===== src/rtl/mac_accum_requant.sv =====
// mac_accum_requant: accumulates a group of cfg_len signed partial sums from the
// dual-multiply-add stream, then round-shifts and saturates the total to a signed
// OUT_W activation. The result is presented on a valid/ready port to the next layer.
// Optional build macro: MAC_ACC_RELU_EN. When it is defined, negative results are
// forced to zero before the clamp.
module mac_accum_requant #(
    parameter int IN_W  = 33,
    parameter int ACC_W = 48,
    parameter int OUT_W = 16,
    parameter int LEN_W = 8
) (
    input  logic             clock,
    input  logic             aclr,
    input  logic             clear,
    input  logic [LEN_W-1:0] cfg_len,
    input  logic [5:0]       cfg_shift,
    input  logic             in_valid,
    input  logic [IN_W-1:0]  in_data,
    output logic             in_ready,
    output logic             out_valid,
    output logic [OUT_W-1:0] out_data,
    output logic             out_sat,
    input  logic             out_ready,
    output logic             busy
);

    typedef enum logic [1:0] {S_IDLE, S_ACCUM, S_ROUND, S_HOLD} state_t;

    // Clamp limits, held one bit wider than the accumulator so rounding cannot wrap.
    localparam logic signed [ACC_W:0] C_MAX =
        $signed({{(ACC_W-OUT_W+2){1'b0}}, {(OUT_W-1){1'b1}}});
    localparam logic signed [ACC_W:0] C_MIN =
        $signed({{(ACC_W-OUT_W+2){1'b1}}, {(OUT_W-1){1'b0}}});
    localparam logic [OUT_W-1:0] OUT_MAX = {1'b0, {(OUT_W-1){1'b1}}};
    localparam logic [OUT_W-1:0] OUT_MIN = {1'b1, {(OUT_W-1){1'b0}}};

    state_t             r_state;
    state_t             w_next_state;
    logic [ACC_W-1:0]   r_acc;
    logic [LEN_W-1:0]   r_cnt;
    logic [LEN_W-1:0]   r_len;
    logic [5:0]         r_shift;
    logic               r_out_valid;
    logic [OUT_W-1:0]   r_out_data;
    logic               r_out_sat;

    logic               w_in_ready;
    logic               w_accept;
    logic [LEN_W-1:0]   w_len_eff;
    logic [ACC_W-1:0]   w_in_ext;
    logic signed [ACC_W:0] w_half;
    logic signed [ACC_W:0] w_sum;
    logic signed [ACC_W:0] w_rnd;
    logic signed [ACC_W:0] w_rect;
    logic [OUT_W-1:0]   w_out;
    logic               w_sat;

    // Input side is open only while collecting a group; clear discards any beat.
    assign w_in_ready = (r_state == S_IDLE) || (r_state == S_ACCUM);
    assign w_accept   = in_valid && w_in_ready && !clear;
    assign w_len_eff  = (cfg_len == '0) ? LEN_W'(1) : cfg_len;
    assign w_in_ext   = {{(ACC_W-IN_W){in_data[IN_W-1]}}, in_data};

    assign in_ready  = w_in_ready;
    assign busy      = (r_state != S_IDLE);
    assign out_valid = r_out_valid;
    assign out_data  = r_out_data;
    assign out_sat   = r_out_sat;

    // State register.
    always_ff @(posedge clock or posedge aclr) begin
        // NOTE: sequential state uses non-blocking assignments so every register
        // samples pre-edge values regardless of statement order.
        if (aclr) r_state <= S_IDLE;
        else      r_state <= w_next_state;
    end

    // Next-state decode: group collection, one rounding cycle, then handshake hold.
    always_comb begin
        // NOTE: default first so every path assigns w_next_state and no latch is inferred.
        w_next_state = r_state;
        case (r_state)
            S_IDLE:  if (w_accept) w_next_state = (w_len_eff <= LEN_W'(1)) ? S_ROUND : S_ACCUM;
            S_ACCUM: if (w_accept && ((r_cnt + LEN_W'(1)) == r_len)) w_next_state = S_ROUND;
            S_ROUND: w_next_state = S_HOLD;
            S_HOLD:  if (out_ready) w_next_state = S_IDLE;
            default: w_next_state = S_IDLE;
        endcase
        if (clear) w_next_state = S_IDLE;
    end

    // Round half up, arithmetic shift, optional rectification, then saturate.
    always_comb begin
        w_half = '0;
        if (r_shift != 6'd0) w_half = $signed({{ACC_W{1'b0}}, 1'b1} << (r_shift - 6'd1));
        w_sum = $signed({r_acc[ACC_W-1], r_acc}) + w_half;
        w_rnd = w_sum >>> r_shift;
`ifdef MAC_ACC_RELU_EN
        w_rect = w_rnd[ACC_W] ? '0 : w_rnd;
`else
        w_rect = w_rnd;
`endif
        w_sat = 1'b0;
        w_out = w_rect[OUT_W-1:0];
        if (w_rect > C_MAX) begin
            w_out = OUT_MAX;
            w_sat = 1'b1;
        end else if (w_rect < C_MIN) begin
            w_out = OUT_MIN;
            w_sat = 1'b1;
        end
    end

    // Accumulator, beat counter, latched group config and output register.
    always_ff @(posedge clock or posedge aclr) begin
        if (aclr) begin
            r_acc       <= '0;
            r_cnt       <= '0;
            r_len       <= '0;
            r_shift     <= '0;
            r_out_valid <= 1'b0;
            r_out_data  <= '0;
            r_out_sat   <= 1'b0;
        end else if (clear) begin
            r_acc       <= '0;
            r_cnt       <= '0;
            r_out_valid <= 1'b0;
            r_out_sat   <= 1'b0;
        end else begin
            case (r_state)
                S_IDLE: if (w_accept) begin
                    r_acc   <= w_in_ext;
                    r_cnt   <= LEN_W'(1);
                    r_len   <= w_len_eff;
                    r_shift <= cfg_shift;
                end
                S_ACCUM: if (w_accept) begin
                    r_acc <= r_acc + w_in_ext;
                    r_cnt <= r_cnt + LEN_W'(1);
                end
                S_ROUND: begin
                    r_out_data  <= w_out;
                    r_out_sat   <= w_sat;
                    r_out_valid <= 1'b1;
                end
                S_HOLD: if (out_ready) r_out_valid <= 1'b0;
                default: ;
            endcase
        end
    end

endmodule


===== config.mk =====
export PLATFORM = sky130hd
export DESIGN_NAME = mac_accum_requant
export DESIGN_NICKNAME = d
export VERILOG_FILES = /design/src/rtl/mac_accum_requant.sv
export SDC_FILE = /design/constraint.sdc
export NUM_CORES = 1
export LEC_CHECK = 0
export ABC_CLOCK_PERIOD_IN_PS = 6500
export CORE_UTILIZATION = 40
export CTS_CLUSTER_SIZE = 8
export DETAILED_ROUTE_END_ITERATION = 10
export DONT_BUFFER_PORTS = 1
export SLEW_MARGIN = 20
export SYNTH_ARGS = -nofsm -noshare
export SYNTH_HDL_FRONTEND = slang
export SYNTH_SLANG_ARGS = --single-unit

===== constraint.sdc =====
create_clock -name clock -period 6.5 [get_ports clock]
set_clock_uncertainty 0.05 [all_clocks]
set_input_delay 0.975 -clock clock [delete_from_list [all_inputs] [get_ports clock]]
set_output_delay 0.975 -clock clock [all_outputs]
set_load 0.005 [all_outputs]

* After elaboration in Yosys (flattened, before gate mapping)
Cells that the tools add are included.
Widths: inputs -> output; s select.
** Storage, ports and cells
- Bits in latches :: 0
- Memories :: 0
- Logic and storage cells :: 68
- Flip-flop bits (word level) :: 90
- Input port bits :: 52
- Bits in read-only memories :: 0
- Bits in writable memories :: 0
- Output and inout port bits :: 20
** Operators by class
- Eq/ne operators :: 8
- Order comparisons :: 3
- Mux-type cells :: 25
- Multipliers :: 0
- Bitwise gates (word level) :: 1
- Div/mod/pow operators :: 0
- Reduce and logical (&&, ||, !) cells :: 17
- Shift operators :: 2
- $add $sub $neg :: 4
** Operators by type and width (number)
- $mux 48 :: 3
- $pmux 48 s2 :: 1
- $add 48x49->49 :: 1
- $gt 49x16->1 const B :: 1
- $lt 49x16->1 const B :: 1
- $mux 49 :: 1
- $shl 1x6->49 const A :: 1
- $sshr 49x6->49 :: 1
- $add 48x48->48 :: 1
- $mux 16 :: 2
- $mux 8 :: 4
- $pmux 8 s2 :: 1
- $mux 2 :: 5
- $ne 3x3->1 const B :: 3
- $reduce_and 3->1 :: 3
- $add 8x1->8 const B :: 1
- $eq 8x8->1 :: 1
- $le 8x1->1 const B :: 1
- $logic_not 8->1 :: 1
- $pmux 2 s4 :: 1
- $mux 1 :: 6
- $reduce_bool 3->1 :: 2
- $reduce_bool 6->1 :: 1
- $sub 6x1->6 const B :: 1
- other kinds (11) :: 16

* Longest topological paths before layout
Gate-level depths: netlist of run 1.
- Depth in word-level cells :: 10
- Mapped depth :: 25
- Depth with buffers taken out :: 20

* Worst setup path before layout of run 1
Ideal clock, no wire load.
- Kind :: register to register
- Start :: register r_shift[0]
- End :: register r_out_data[0] (netlist: out_data[0])
- Data arrival time :: 5.264 ns
- Buffers on the path :: 7
- Required time :: 6.319 ns
- Clock period less this slack :: 5.445 ns
- Stages on the path, launching flop included :: 25
- Setup time :: 0.131 ns
- Setup slack :: 1.055 ns
- Cells stage by stage :: dfrtp_1 -> buf_1 -> nand2_1 -> clkbuf_1 -> buf_1 -> nor2_1 -> ha_1 -> buf_4 -> and4_1 -> buf_2 -> and2_1 -> buf_2 -> a221oi_1 -> a2bb2oi_1 -> o211ai_1 -> a211oi_1 -> nand2_1 -> a311oi_1 -> a211oi_1 -> a41o_1 -> or4_1 -> o41ai_1 -> a31o_2 -> buf_6 -> a211oi_2
** On the way
- Word-level cells in the longest chain between the ends :: 8
- Elaborated cells on any way between the ends :: 10
- Classes of those cells :: add/sub: 2; order compare: 2; shift: 2; mux: 3; reduce/logical: 1
** RTL lines
- start, declared :: RTL line 42 : logic [5:0] r_shift;
- start signal, assigned :: RTL line 135 : r_shift <= cfg_shift;
- $sub 6x1->6 :: RTL line 95 : if (r_shift != 6'd0) w_half = $signed({{ACC_W{1'b0}}, 1'b1} << (r_shift - 6'd1));
- $shl 1x6->49 :: RTL line 95
- $mux 49 :: RTL line 95
- $add 48x49->49 :: RTL line 96 : w_sum = $signed({r_acc[ACC_W-1], r_acc}) + w_half;
- $sshr 49x6->49 * :: RTL line 97 : w_rnd = w_sum >>> r_shift;
- $lt 49x16->1 :: RTL line 108 : end else if (w_rect < C_MIN) begin
- $mux 16 :: RTL line 108
- $mux 16 * :: RTL line 105 : if (w_rect > C_MAX) begin
- end signal, assigned :: RTL line 142 : r_out_data <= w_out;
- end, declared :: RTL line 44 : logic [OUT_W-1:0] r_out_data;
Mark *: on every way between the ends. The rest lies on a longest branch, timed or not.
A chain may end at the register's enable or synchronous reset.

* Worst setup path after layout of run 1
- Start :: register r_shift[0]
- End :: register r_out_sat (netlist: out_sat)
** On the way
- Word-level cells in the longest chain between the ends :: 10
- Elaborated cells on any way between the ends :: 12
- Classes of those cells :: add/sub: 2; order compare: 2; shift: 2; mux: 5; reduce/logical: 1
** RTL lines
- $sub 6x1->6 :: RTL line 95
- $shl 1x6->49 :: RTL line 95
- $mux 49 :: RTL line 95
- $add 48x49->49 :: RTL line 96
- $sshr 49x6->49 * :: RTL line 97
- $lt 49x16->1 :: RTL line 108
- $mux 1 :: RTL line 108
- $mux 1 * :: RTL line 105
- $mux 1 * :: RTL line 130 : case (r_state)
- $mux 1 * :: RTL line 124 : end else if (clear) begin
- end signal, assigned :: RTL line 143 : r_out_sat <= w_sat;
- end, declared :: RTL line 45 : logic r_out_sat;
Mark *: on every way between the ends. The rest lies on a longest branch, timed or not. The select of a mux whose other input is x is not followed.

==> qor.yml, run 1 <==
outcome: "finished clean"
rows: 72
layout-drive-gt1-share: 0.136
dr.pass1.iters: 6
synth.avg_cell_area_um2: 7.37
min_period_ns: 6.27
numCtsBuffers: 9
synth_cells: 2168
cts_hold_buffers: 0
clockRootBuffer: "clkbuf_16"
ys_seq_elements: 90
grt_start_max_net_pins: 59
synthTopCellsByCount: "244 x nand2_1, 236 x nor2_1, 164 x a21oi_1, 141 x o21ai_0, 100 x ha_1"
syn_area_um2: 16000
worstPathMaxFanout: 16
period_share: 0.965
die-width_um: 202
worst_pin_slew_ns: 1.08
port_buffers: 0
track_usage: 0.340
core_area_um2: 39000
slew_headroom: 0.278
cts.clk_slew.worst_paths_ns: 0.08
die_h_um: 202
r2r_end: "out_sat"
yosys_warnings: 0
total_power_mw: 8.58
placed_area_um2: 17000
finalHoldViolations: 0
yosysSeqAreaShare: 0.141
power.density_nw_per_um2: 492
yosysTopAreaCellShare: 0.141
crit_required_ns: 6.71
synth.area.top_cells: "dfrtp_1 14%, ha_1 7.8%, nand2_1 5.7%, nor2_1 5.5%, a21oi_1 5.1%"
antenna_found_initial: 2
fin_area_um2: 17400
worst_slack_ns: 0.227
yosysUniqueCellTypes: 114
post-route-util: 0.447
ys.flop_type: "dfrtp_1"
worst_ep_arrival_time_ns: 6.48
fin_nets: 2320
gp_congestion: 1.03
grt_pass1_wl_um: 106000
max-cap-violations: 0
setup-violations-final: 0
post_drt_wl_per_cell_um: 25.8
grt_pass1_vias: 17000
dp_slack_ns: 0.204
ant_nets: 0
peakVddDrop_mv: 0.241
drv_slew: 0
synth_edf_count: 0
cp-start-kind: "flip-flop"
hpwl_um: 55600
syn_nets: 2322
die-area_um2: 40800
clock-sinks: 90
vias: 18100
io-pin-count: 72
p_leak_nw: 7.17
initial_utilization: 0.410
clock_latency_ns: 0.39
drt_wl_total_um: 69500
grt_overflow: 0
crit_type: "reg -> reg"
viasPerCell: 6.72
cp-end-kind: "flip-flop"
r2r_slack_ns: 0.23
async_flop_share: 1.00
max_freq_mhz: 159
drcViolationCount: 0
drt-initial-drc-count: 1906
synthToLayoutAreaGrowth_pct: 8.99
cts_tree: "built"
reg2regPathDepth: 20
synth_most_common_cell: "nand2_1"
cts_buffer_depth: 2
h-tree-depth: 3
hold_path.class: "in -> async"
rr_startpoint: "r_shift[0]"
yosysTopAreaCell: "dfrtp_1"
[worst max-delay path by stage]
stage | from | end | depth (start not counted)
final | r_shift[0] | out_sat | 20
after global routing | r_shift[4] | out_sat | 20
after global placement | r_shift[2] | out_sat | 21
after detailed placement | r_shift[4] | out_sat | 22
after floorplan | r_shift[0] | out_data[0] | 24
after CTS | r_shift[4] | out_sat | 22
[stage by stage]
stage          TNS [ns]  hold slack [ns]  cells
6_report              0            0.411   2691
5_1_grt         -0.0260            0.423   2689
4_1_cts               0            0.405   2686
3_5_place_dp          0            0.447   2670
3_3_place_gp          0            0.445   2670
2_1_floorplan         0            0.417   2168
[registers in the layout, indices dropped and copies added, names as in the netlist]
name	flops
r_cnt	8
r_state	2
r_acc	48
r_shift	6
out_sat	1
out_data	16
r_len	8
out_valid	1
[power by group]
| part | switching, mW | internal (mW) | total [mW] |
|---|---|---|---|
| logic | 4.49 | 2.57 | 7.06 |
| registers | 0.222 | 0.753 | 0.975 |
| clock network | 0.275 | 0.270 | 0.545 |
[timing repair]
action                     4_1_cts  5_1_grt
gates resized for setup          0       28
buffers inserted                 0        3
setup endpoints to repair        0       16
[logic make-up (layout without fill, tap and decap cells)]
kind of cell,count (synthesis),after routing,share of synthesized area
flops,90,90,0.141
xor+xnor,74,74,0.0405
mux,129,129,0.0974
simple gates,807,807,0.241
other cells,0,2,0
fa+ha+maj,102,102,0.0808
buf+inv,180,183,0.0486
compound gates,786,786,0.350
[layout by cell type, fill, tap and decap left out, drive strengths merged, types with 28 or more instances in the layout]
master / n
a211oi: 74
a21o: 47
a21oi: 168
a31oi: 30
buf: 124
dfrtp: 90
ha: 100
inv: 44
mux2: 29
mux2i: 82
nand2: 245
nand3: 53
nand4: 37
nor2: 237
nor3: 58
nor4: 28
o21a: 39
o21ai: 159
xnor2: 50
[final cells by class]
cell class / instances / area (um2)
diodes: 2 / 5.00
flip-flops and latches: 90 / 2250
fillers: 3984 / 21600
inverters: 43 / 164
multi-input cells: 1898 / 13100
clock inverters: 7 / 70.1
clock buffers: 9 / 225
repair buffers: 124 / 947
well taps: 518 / 648
[critical path: stages, from the launching register on]
cell and delay [ns]:
dfrtp_1 0.44, clkinv_1 0.16, nand2_1 0.28, buf_4 0.27, nor2_1 0.07, ha_1 0.53
and4_1 0.38, and2_1 0.41, and3_1 0.35, o21ai_1 0.20, a31oi_1 0.32, nor2_1 0.09
xnor2_1 0.47, a221oi_4 0.24, o21ai_0 0.43, nand2_1 0.08, or4_1 0.43, o41ai_1 0.41
a31o_2 0.24, buf_12 0.16, a311oi_1 0.10
[metal layers]
| metal | vias up | part of all wire | routed length [um] | global-route usage |
|---|---|---|---|---|
| met5 | - | 0 | 0 | 0 |
| met4 | 0 | 0.039 | 2700 | 0.123 |
| met3 | 168 | 0.082 | 5700 | 0.0559 |
| met2 | 844 | 0.44 | 30300 | 0.525 |
| met1 | 8717 | 0.44 | 30800 | 0.473 |
| li1 | 8342 | - | - | - |
No activity file was read; power rests on OpenSTA's default activity.
==> run 2: changes to the inputs <==
--- a/config.mk
+++ b/config.mk
@@ -7,6 +7,7 @@
 export LEC_CHECK = 0
 export ABC_CLOCK_PERIOD_IN_PS = 6500
 export CORE_UTILIZATION = 40
+export CTS_BUF_LIST = sky130_fd_sc_hd__clkbuf_4 sky130_fd_sc_hd__clkbuf_8 sky130_fd_sc_hd__clkbuf_16
 export CTS_CLUSTER_SIZE = 8
 export DETAILED_ROUTE_END_ITERATION = 10
 export DONT_BUFFER_PORTS = 1
==> results of run 2 <==
The final DEF is identical to that of run 1; final timing and power are the same.
